[src/rtl/input_conditioner_pkg.sv]
`default_nettype none
// ============================================================================
//  Module      : input_conditioner_pkg
//  Description : Parameter defaults, legal ranges and the debounce counter
//                width helper. The SoC top and the conditioner share these.
//  Revision    : 1.0  initial release
// ============================================================================
package input_conditioner_pkg;

  // Parameter defaults
  localparam int unsigned c_width_default           = 4;
  localparam int unsigned c_sync_stages_default     = 2;
  localparam int unsigned c_debounce_cycles_default = 16;

  // Legal parameter ranges
  localparam int unsigned c_sync_stages_min     = 2;
  localparam int unsigned c_sync_stages_max     = 4;
  localparam int unsigned c_debounce_cycles_min = 1;

  // Counter width: max(1, clog2(cycles)). A count of 0..cycles-1 always fits.
  function automatic int unsigned ic_cnt_width(input int unsigned cycles);
    int unsigned w;
    w = $clog2(cycles);
    return (w < 1) ? 1 : w;
  endfunction

endpackage : input_conditioner_pkg
`default_nettype wire

[src/rtl/input_conditioner_debounce_cell.sv]
`default_nettype none
// ============================================================================
//  Module      : debounce_cell
//  Description : One input channel: synchronizer chain, debounce counter,
//                accepted level, qualified edge strobe and sticky pending flag.
//  Revision    : 1.0  initial release
// ============================================================================
module debounce_cell
  import input_conditioner_pkg::*;
#(
  parameter int unsigned SYNC_STAGES     = c_sync_stages_default,
  parameter int unsigned DEBOUNCE_CYCLES = c_debounce_cycles_default,
  parameter int unsigned CNT_W           = ic_cnt_width(DEBOUNCE_CYCLES)
) (
  input  logic clk,
  input  logic reset,
  input  logic din,
  input  logic rise_en,
  input  logic fall_en,
  input  logic irq_clr,
  output logic level,
  output logic edge_pulse,
  output logic irq_pending
);

  localparam logic [CNT_W-1:0] c_cnt_max  = CNT_W'(DEBOUNCE_CYCLES - 1);
  localparam logic [CNT_W-1:0] c_cnt_zero = '0;
  localparam logic [CNT_W-1:0] c_cnt_one  = CNT_W'(1);

  logic [SYNC_STAGES-1:0] r_sync;
  logic [CNT_W-1:0]       r_cnt;
  logic                   r_level;
  logic                   r_evt;
  logic                   r_edge;
  logic                   r_pending;

  logic w_sync;
  logic w_differs;
  logic w_accept;
  logic w_evt;

  assign w_sync    = r_sync[SYNC_STAGES-1];
  assign w_differs = (w_sync != r_level);
  assign w_accept  = w_differs && (r_cnt == c_cnt_max);
  // The enable is chosen by the new level and sampled only on the accepting cycle.
  assign w_evt     = w_accept && (w_sync ? rise_en : fall_en);

  // Synchronizer chain: din enters at bit 0, the oldest sample is the sync output.
  always_ff @(posedge clk or posedge reset) begin
    if (reset) begin
      r_sync <= '0;
    end else begin
      r_sync <= {r_sync[SYNC_STAGES-2:0], din};
    end
  end

  // Debounce: count consecutive differing cycles, accept on the last one, saturate-free.
  always_ff @(posedge clk or posedge reset) begin
    if (reset) begin
      r_cnt   <= c_cnt_zero;
      r_level <= 1'b0;
    end else if (w_accept) begin
      r_cnt   <= c_cnt_zero;
      r_level <= w_sync;
    end else if (w_differs) begin
      r_cnt   <= r_cnt + c_cnt_one;
    end else begin
      r_cnt   <= c_cnt_zero;
    end
  end

  // Event capture on acceptance, then the strobe one cycle after level moves.
  always_ff @(posedge clk or posedge reset) begin
    if (reset) begin
      r_evt  <= 1'b0;
      r_edge <= 1'b0;
    end else begin
      r_evt  <= w_evt;
      r_edge <= r_evt;
    end
  end

  // Sticky pending: a new event beats a coincident clear.
  always_ff @(posedge clk or posedge reset) begin
    if (reset) begin
      r_pending <= 1'b0;
    end else if (r_evt) begin
      r_pending <= 1'b1;
    end else if (irq_clr) begin
      r_pending <= 1'b0;
    end
  end

  assign level       = r_level;
  assign edge_pulse  = r_edge;
  assign irq_pending = r_pending;

endmodule : debounce_cell
`default_nettype wire

[src/rtl/input_conditioner.sv]
`default_nettype none
// ============================================================================
//  Module      : input_conditioner
//  Description : WIDTH independent pushbutton/switch conditioners with
//                synchronization, debounce, qualified edge events, sticky
//                pending flags and a combined interrupt line.
//                Legal ranges: SYNC_STAGES 2..4, DEBOUNCE_CYCLES >= 1.
//  Revision    : 1.0  initial release
// ============================================================================
module input_conditioner
  import input_conditioner_pkg::*;
#(
  parameter int unsigned WIDTH           = c_width_default,
  parameter int unsigned SYNC_STAGES     = c_sync_stages_default,
  parameter int unsigned DEBOUNCE_CYCLES = c_debounce_cycles_default
) (
  input  logic             clk,
  input  logic             reset,
  input  logic [WIDTH-1:0] din,
  input  logic [WIDTH-1:0] rise_en,
  input  logic [WIDTH-1:0] fall_en,
  input  logic [WIDTH-1:0] irq_clr,
  output logic [WIDTH-1:0] level,
  output logic [WIDTH-1:0] edge_pulse,
  output logic [WIDTH-1:0] irq_pending,
  output logic             irq
);

  localparam int unsigned CNT_W = ic_cnt_width(DEBOUNCE_CYCLES);

  // One self-contained cell per channel; channels share nothing but clock and reset.
  for (genvar i = 0; i < WIDTH; i++) begin : g_ch
    debounce_cell #(
      .SYNC_STAGES     (SYNC_STAGES),
      .DEBOUNCE_CYCLES (DEBOUNCE_CYCLES),
      .CNT_W           (CNT_W)
    ) u_cell (
      .clk         (clk),
      .reset       (reset),
      .din         (din[i]),
      .rise_en     (rise_en[i]),
      .fall_en     (fall_en[i]),
      .irq_clr     (irq_clr[i]),
      .level       (level[i]),
      .edge_pulse  (edge_pulse[i]),
      .irq_pending (irq_pending[i])
    );
  end : g_ch

  // Interrupt is a plain OR so it follows pending flags with no added latency.
  assign irq = |irq_pending;

endmodule : input_conditioner
`default_nettype wire
[config.mk]
export PLATFORM = sky130hd
export DESIGN_NAME = input_conditioner
export DESIGN_NICKNAME = d
export VERILOG_FILES = /design/src/rtl/input_conditioner_pkg.sv /design/src/rtl/input_conditioner_debounce_cell.sv /design/src/rtl/input_conditioner.sv
export SDC_FILE = /design/constraint.sdc
export NUM_CORES = 1
export LEC_CHECK = 0
export ABC_AREA = 1
export ABC_CLOCK_PERIOD_IN_PS = 1400
export CAP_MARGIN = 0
export CORE_AREA = 2 2 60 62
export DETAILED_ROUTE_END_ITERATION = 8
export DIE_AREA = 0 0 62 64
export GPL_ROUTABILITY_DRIVEN = 0
export HOLD_SLACK_MARGIN = 0.12
export PLACE_DENSITY = 0.77
export SYNTH_ARGS = -nofsm -noshare
export SYNTH_HDL_FRONTEND = slang
export SYNTH_SLANG_ARGS = --single-unit
export TNS_END_PERCENT = 30
[constraint.sdc]
create_clock -name clk -period 1.4 [get_ports clk]
set_input_delay 0.14 -clock clk [delete_from_list [all_inputs] [get_ports clk]]
set_output_delay 0.14 -clock clk [all_outputs]
set_load 0.005 [all_outputs]
* Yosys cells after proc, flatten, opt, wreduce, memory -nomap -nowiden *
Index checks and enable logic that the tools add are counted.

operators by class
  add/sub/neg operators = 4
  equal/unequal tests = 8
  mux-type cells = 20
  reduce and logical (&&, ||, !) cells = 13

operators with widths
  operator                                      number
  2-to-1 mux 4 bit                              8
  adder 4 x 1 -> 4 bit (second input constant)  4
  equality test 4 bit (second input constant)   4
  2-to-1 mux 1 bit                              12
  logical AND 1 bit                             8
  nonzero test 2 bit                            4
  != test 1 bit                                 4
  OR reduction 4 bit                            1

storage, ports and cells
  flip-flop bits (word level) = 40
  input port bits = 18
  output and inout bits = 13
  logic and storage cells = 69

* Depth between registers and ports, before layout *
  word-level depth = 3
  gate-level depth with buffers = 6
  mapped depth without buffers = 6

* Cells and area by module *
From an unflattened synthesis, not the netlist that was laid out.

unflattened totals
  cells, all modules = 151
  area, all modules = 1562.7 um2

by module, submodules not included
  module             instances  cells each  area each (um2)
  debounce_cell      4          37          387.9
  input_conditioner  1          3           11.3

* Least setup slack after synthesis *
No wires, ideal clock.

  path type = register to register
  start point = register g_ch[1].u_cell.r_cnt[0]
  end point = register g_ch[1].u_cell.r_cnt[0]
  data arrival time = 912 ps
  data required time = 1329 ps
  path slack = 416 ps
  stages on the path, launching flop included = 7
  buffers on the path = 0
  clock period less this slack = 984 ps
  path through = dfrtp_1 -> ha_1 -> nand2_2 -> inv_2 -> nand2_4 -> nand2_2 -> nor2_1

on the way
  word-level cells in the longest chain between the ends = 3
  elaborated cells on any way between the ends = 5
  those cells by class = add/sub (1); eq/ne (1); mux (2); reduce/logical (1)

ends and longest elaborated chain
  element                                                             RTL line                                                                      source
  from (decl)                                                         input_conditioner_debounce_cell.sv:31                                         logic [CNT_W-1:0] r_cnt;
  from (signal assigned)                                              input_conditioner_debounce_cell.sv:60                                         r_cnt <= c_cnt_zero;
  from (signal assigned)                                              input_conditioner_debounce_cell.sv:63                                         r_cnt <= c_cnt_zero;
  from (signal assigned)                                              input_conditioner_debounce_cell.sv:66                                         r_cnt <= r_cnt + c_cnt_one;
  adder 4 x 1 -> 4 bit / equality test 4 bit (equally long branches)  input_conditioner_debounce_cell.sv:66, input_conditioner_debounce_cell.sv:44
  2-to-1 mux 4 bit / logical AND 1 bit (equally long branches)        input_conditioner_debounce_cell.sv:65, input_conditioner_debounce_cell.sv:44
  2-to-1 mux 4 bit (*)                                                input_conditioner_debounce_cell.sv:62                                         end else if (w_accept) begin

Every way passes the cells marked *; elsewhere a longest branch is shown, timed or not.
A chain may end at the register's enable or synchronous reset.

* Worst setup path in the final report *
  start point = register g_ch[3].u_cell.r_edge
  end point = output edge_pulse[3]

RTL lines
  element                 RTL line                               source
  from (decl)             input_conditioner_debounce_cell.sv:34  logic r_edge;
  from (signal assigned)  input_conditioner_debounce_cell.sv:79  r_edge <= r_evt;
  to (decl)               input_conditioner.sv:24                output logic [WIDTH-1:0] edge_pulse,

No word-level cell between the ends.

==> run metrics <==
run status=completed; via/cell ratio=4.80; post-synthesis sequential element count=40; clk sink count=40; diode count=0; clock tree from TritonCTS=yes; initial cell density of the core=0.504; area share of the largest cell type after synthesis=0.605; Power Total=2110 uW; H-tree levels=2; Final Hold Violating Endpoints=0; static leakage=0.00106 uW; highest ir drop seen on vdd=0.000537 V; Synth Net Count=185; count of distinct cell types in the synthesized netlist=19; total CTS buffers=5; Period Utilization, post-route=0.949; power density over the cells=1040 nW/um^2; TNS Setup=0 ns; antenna violations before repair=0; die height=64 um; vias in the first global route=1242; # nets final=211; top-level I/O count=31; DR DRC count=0; delay of the slowest cell on the worst path=0.50 ns; master of the slowest instance on the critical path=sky130_fd_sc_hd__clkdlybuf4s50_1; Syn. warnings=0; data arrival time of the critical path=1.19 ns; total of hold buffers inserted after clock tree synthesis=0; area occupied by registers=1000 sq um; classification of the worst-slack hold path=in2async; Crit Path Max Fanout=1; latest clock arrival within the worst-skew pair=0.33 ns; max-capacitance violation count=0; total vias in the final route=1133; post-synthesis average cell area=10.1 sq um; fraction of final layout cells with drive strength greater than 1=0.111; highest clock frequency the design can meet=752 MHz; total setup violations reported at the end of the flow=0; min setup slack post-route=0.0708 ns; core box area=3280 sq um; post-route antenna net violation count=0; Synth-to-Final Area Change=22.2%; aggregate global-route resource usage=0.174; Detail Placement HPWL=2170 um; pre-CTS setup slack=0.250 ns; number of design-rule violations left by the first detailed-router iteration=48; root buffer selected by CTS=sky130_fd_sc_hd__clkbuf_4; gr ovfl total=0; floorplan die width=62 um; type of origin of the critical path=flip-flop; worst-path cell chain=clkdlybuf4s50_1; most area-hungry cell type in the Yosys netlist=sky130_fd_sc_hd__dfrtp_1; post-layout min period=1.33 ns; final hold slack=0.159 ns; Worst Setup End Kind=output port; area of the multi-input gates=484 sq um; maximum number of pins on one net before global-route repair=41; required time of the worst setup path=1.26 ns; final number of max-transition violations=0; most frequent cell after synthesis=sky130_fd_sc_hd__dfrtp_1; Post-Route Skew=0.00759 ns; maximum clock path buffer count=2; gate count of the mapped netlist=163; global-route wire length before repair=5040 um; Fill cells=281; setup repair after global routing missed its margin=false; Relative slew margins=0.861; largest cells by area after synthesis=sky130_fd_sc_hd__dfrtp_1 61%, sky130_fd_sc_hd__nand2_1 7.0%, sky130_fd_sc_hd__buf_4 5.4%, sky130_fd_sc_hd__nand3_1 3.9%, sky130_fd_sc_hd__inv_1 3.9%; EDFF count, synth=0; clock transition at the register clock pins on the worst setup and hold paths after CTS=0.12 ns; share of synthesized flip-flops with an asynchronous set or reset=1.00; most frequent cells after synthesis=40 x sky130_fd_sc_hd__dfrtp_1, 31 x sky130_fd_sc_hd__nand2_1, 17 x sky130_fd_sc_hd__inv_1; Seq/Total Area, Yosys=0.605; Total Routed Length=2920 um; standard-cell row count=21; CP top delay family=buffers and inverters; worst path buffer plus inverter count=1; worst-margin pin slew=0.209 ns; Worst Setup Path Type=reg2out; Primary FF master, synth=sky130_fd_sc_hd__dfrtp_1; floorplan die area=3970 sq um; Post-Synthesis Cell Area=1650 sq um; Port Buffer Count=30; routed wire length per instance=12.4 um; DR pass1 iterations=4
==> flip-flops by register name, summed over array words and instances (netlist names) <==
signal and flops:
g_ch.u_cell.edge_pulse 4, g_ch.u_cell.level 4, g_ch.u_cell.r_evt 4, g_ch.u_cell.r_sync 8, g_ch.u_cell.irq_pending 4, g_ch.u_cell.r_cnt 16
==> per-layer routing <==
metal  vias up  routed length (um)  global-route usage
met4         0                  45              0.0851
met2        26                1540               0.293
met5         -                   0                   0
li1        559                   -                   -
met3         5                 127              0.0486
met1       543                1200               0.195
==> layout make-up <==
| class | count | area share |
|---|---|---|
| well taps | 46 | 0.0285 |
| multi-input cells | 90 | 0.239 |
| clock inverters | 2 | 0.0173 |
| clock buffers | 6 | 0.0204 |
| inverters | 21 | 0.0390 |
| repair buffers | 31 | 0.160 |
| flip-flops and latches | 40 | 0.495 |
==> cell families after synthesis <==
family                   after synthesis  share of synthesized area
adder cells (fa/ha/maj)                4                     0.0303
XOR/XNOR                               3                     0.0159
AO/OA/AOI/OAI                         15                     0.0560
buffers and inverters                 33                      0.102
flip-flops                            40                      0.605
AND/OR/NAND/NOR                       68                      0.191
==> where the power goes <==
part	switching (uW)	internal [uW]	total, uW
clock	351	375	726
sequential	37.5	1190	1230
combinational	73.6	81.1	155
total	462	1650	2110
==> cell usage in the layout, fill, tap and decap left out, types with 2 or more instances in the layout <==
master                            count
sky130_fd_sc_hd__xnor2_1              3
sky130_fd_sc_hd__o21bai_1             4
sky130_fd_sc_hd__nand3_2              2
sky130_fd_sc_hd__nand3_1             13
sky130_fd_sc_hd__dlygate4sd2_1        5
sky130_fd_sc_hd__nand2_1             31
sky130_fd_sc_hd__nand2_2              2
sky130_fd_sc_hd__dlymetal6s2s_1       4
sky130_fd_sc_hd__nand4_1              5
sky130_fd_sc_hd__o21ai_1              3
sky130_fd_sc_hd__inv_1               16
sky130_fd_sc_hd__clkbuf_4             5
sky130_fd_sc_hd__dfrtp_1             40
sky130_fd_sc_hd__nor2_1              13
sky130_fd_sc_hd__ha_1                 4
sky130_fd_sc_hd__inv_2                5
sky130_fd_sc_hd__clkdlybuf4s50_1     21
sky130_fd_sc_hd__a21oi_1              6
==> per-stage QoR <==
stage / utilization / instance area (sq um) / cells
final: 0.616 / 2020 / 236
after global placement: 0.591 / 1940 / 228
after floorplan: - / 1650 / 163
after global routing: 0.616 / 2020 / 236
after detailed placement: 0.591 / 1940 / 228
after CTS: 0.613 / 2010 / 236
==> worst paths after layout <==
check                                          start                        to  slack, ns  cells after the start
hold / removal                                 reset      g_ch[1].u_cell.level       0.16                      3
min in group clk                              din[1]  g_ch[1].u_cell.r_sync[0]       0.23                      1
hold reg to reg             g_ch[2].u_cell.r_sync[0]  g_ch[2].u_cell.r_sync[1]       0.36                      0
max in group asynchronous                      reset  g_ch[0].u_cell.r_sync[0]       1.05                      3
setup reg to reg             g_ch[1].u_cell.r_cnt[0]   g_ch[1].u_cell.r_cnt[0]       0.28                      6
setup / recovery           g_ch[3].u_cell.edge_pulse             edge_pulse[3]       0.07                      1
==> what timing repair did <==
item,in CTS,in global routing
hold endpoints to repair,0,0
gates resized for setup,5,5
cloned,0,0
pin swaps,0,0
endpoints found under the setup margin,5,5
setup buffers,0,0
(Power assumes the default switching activity.)
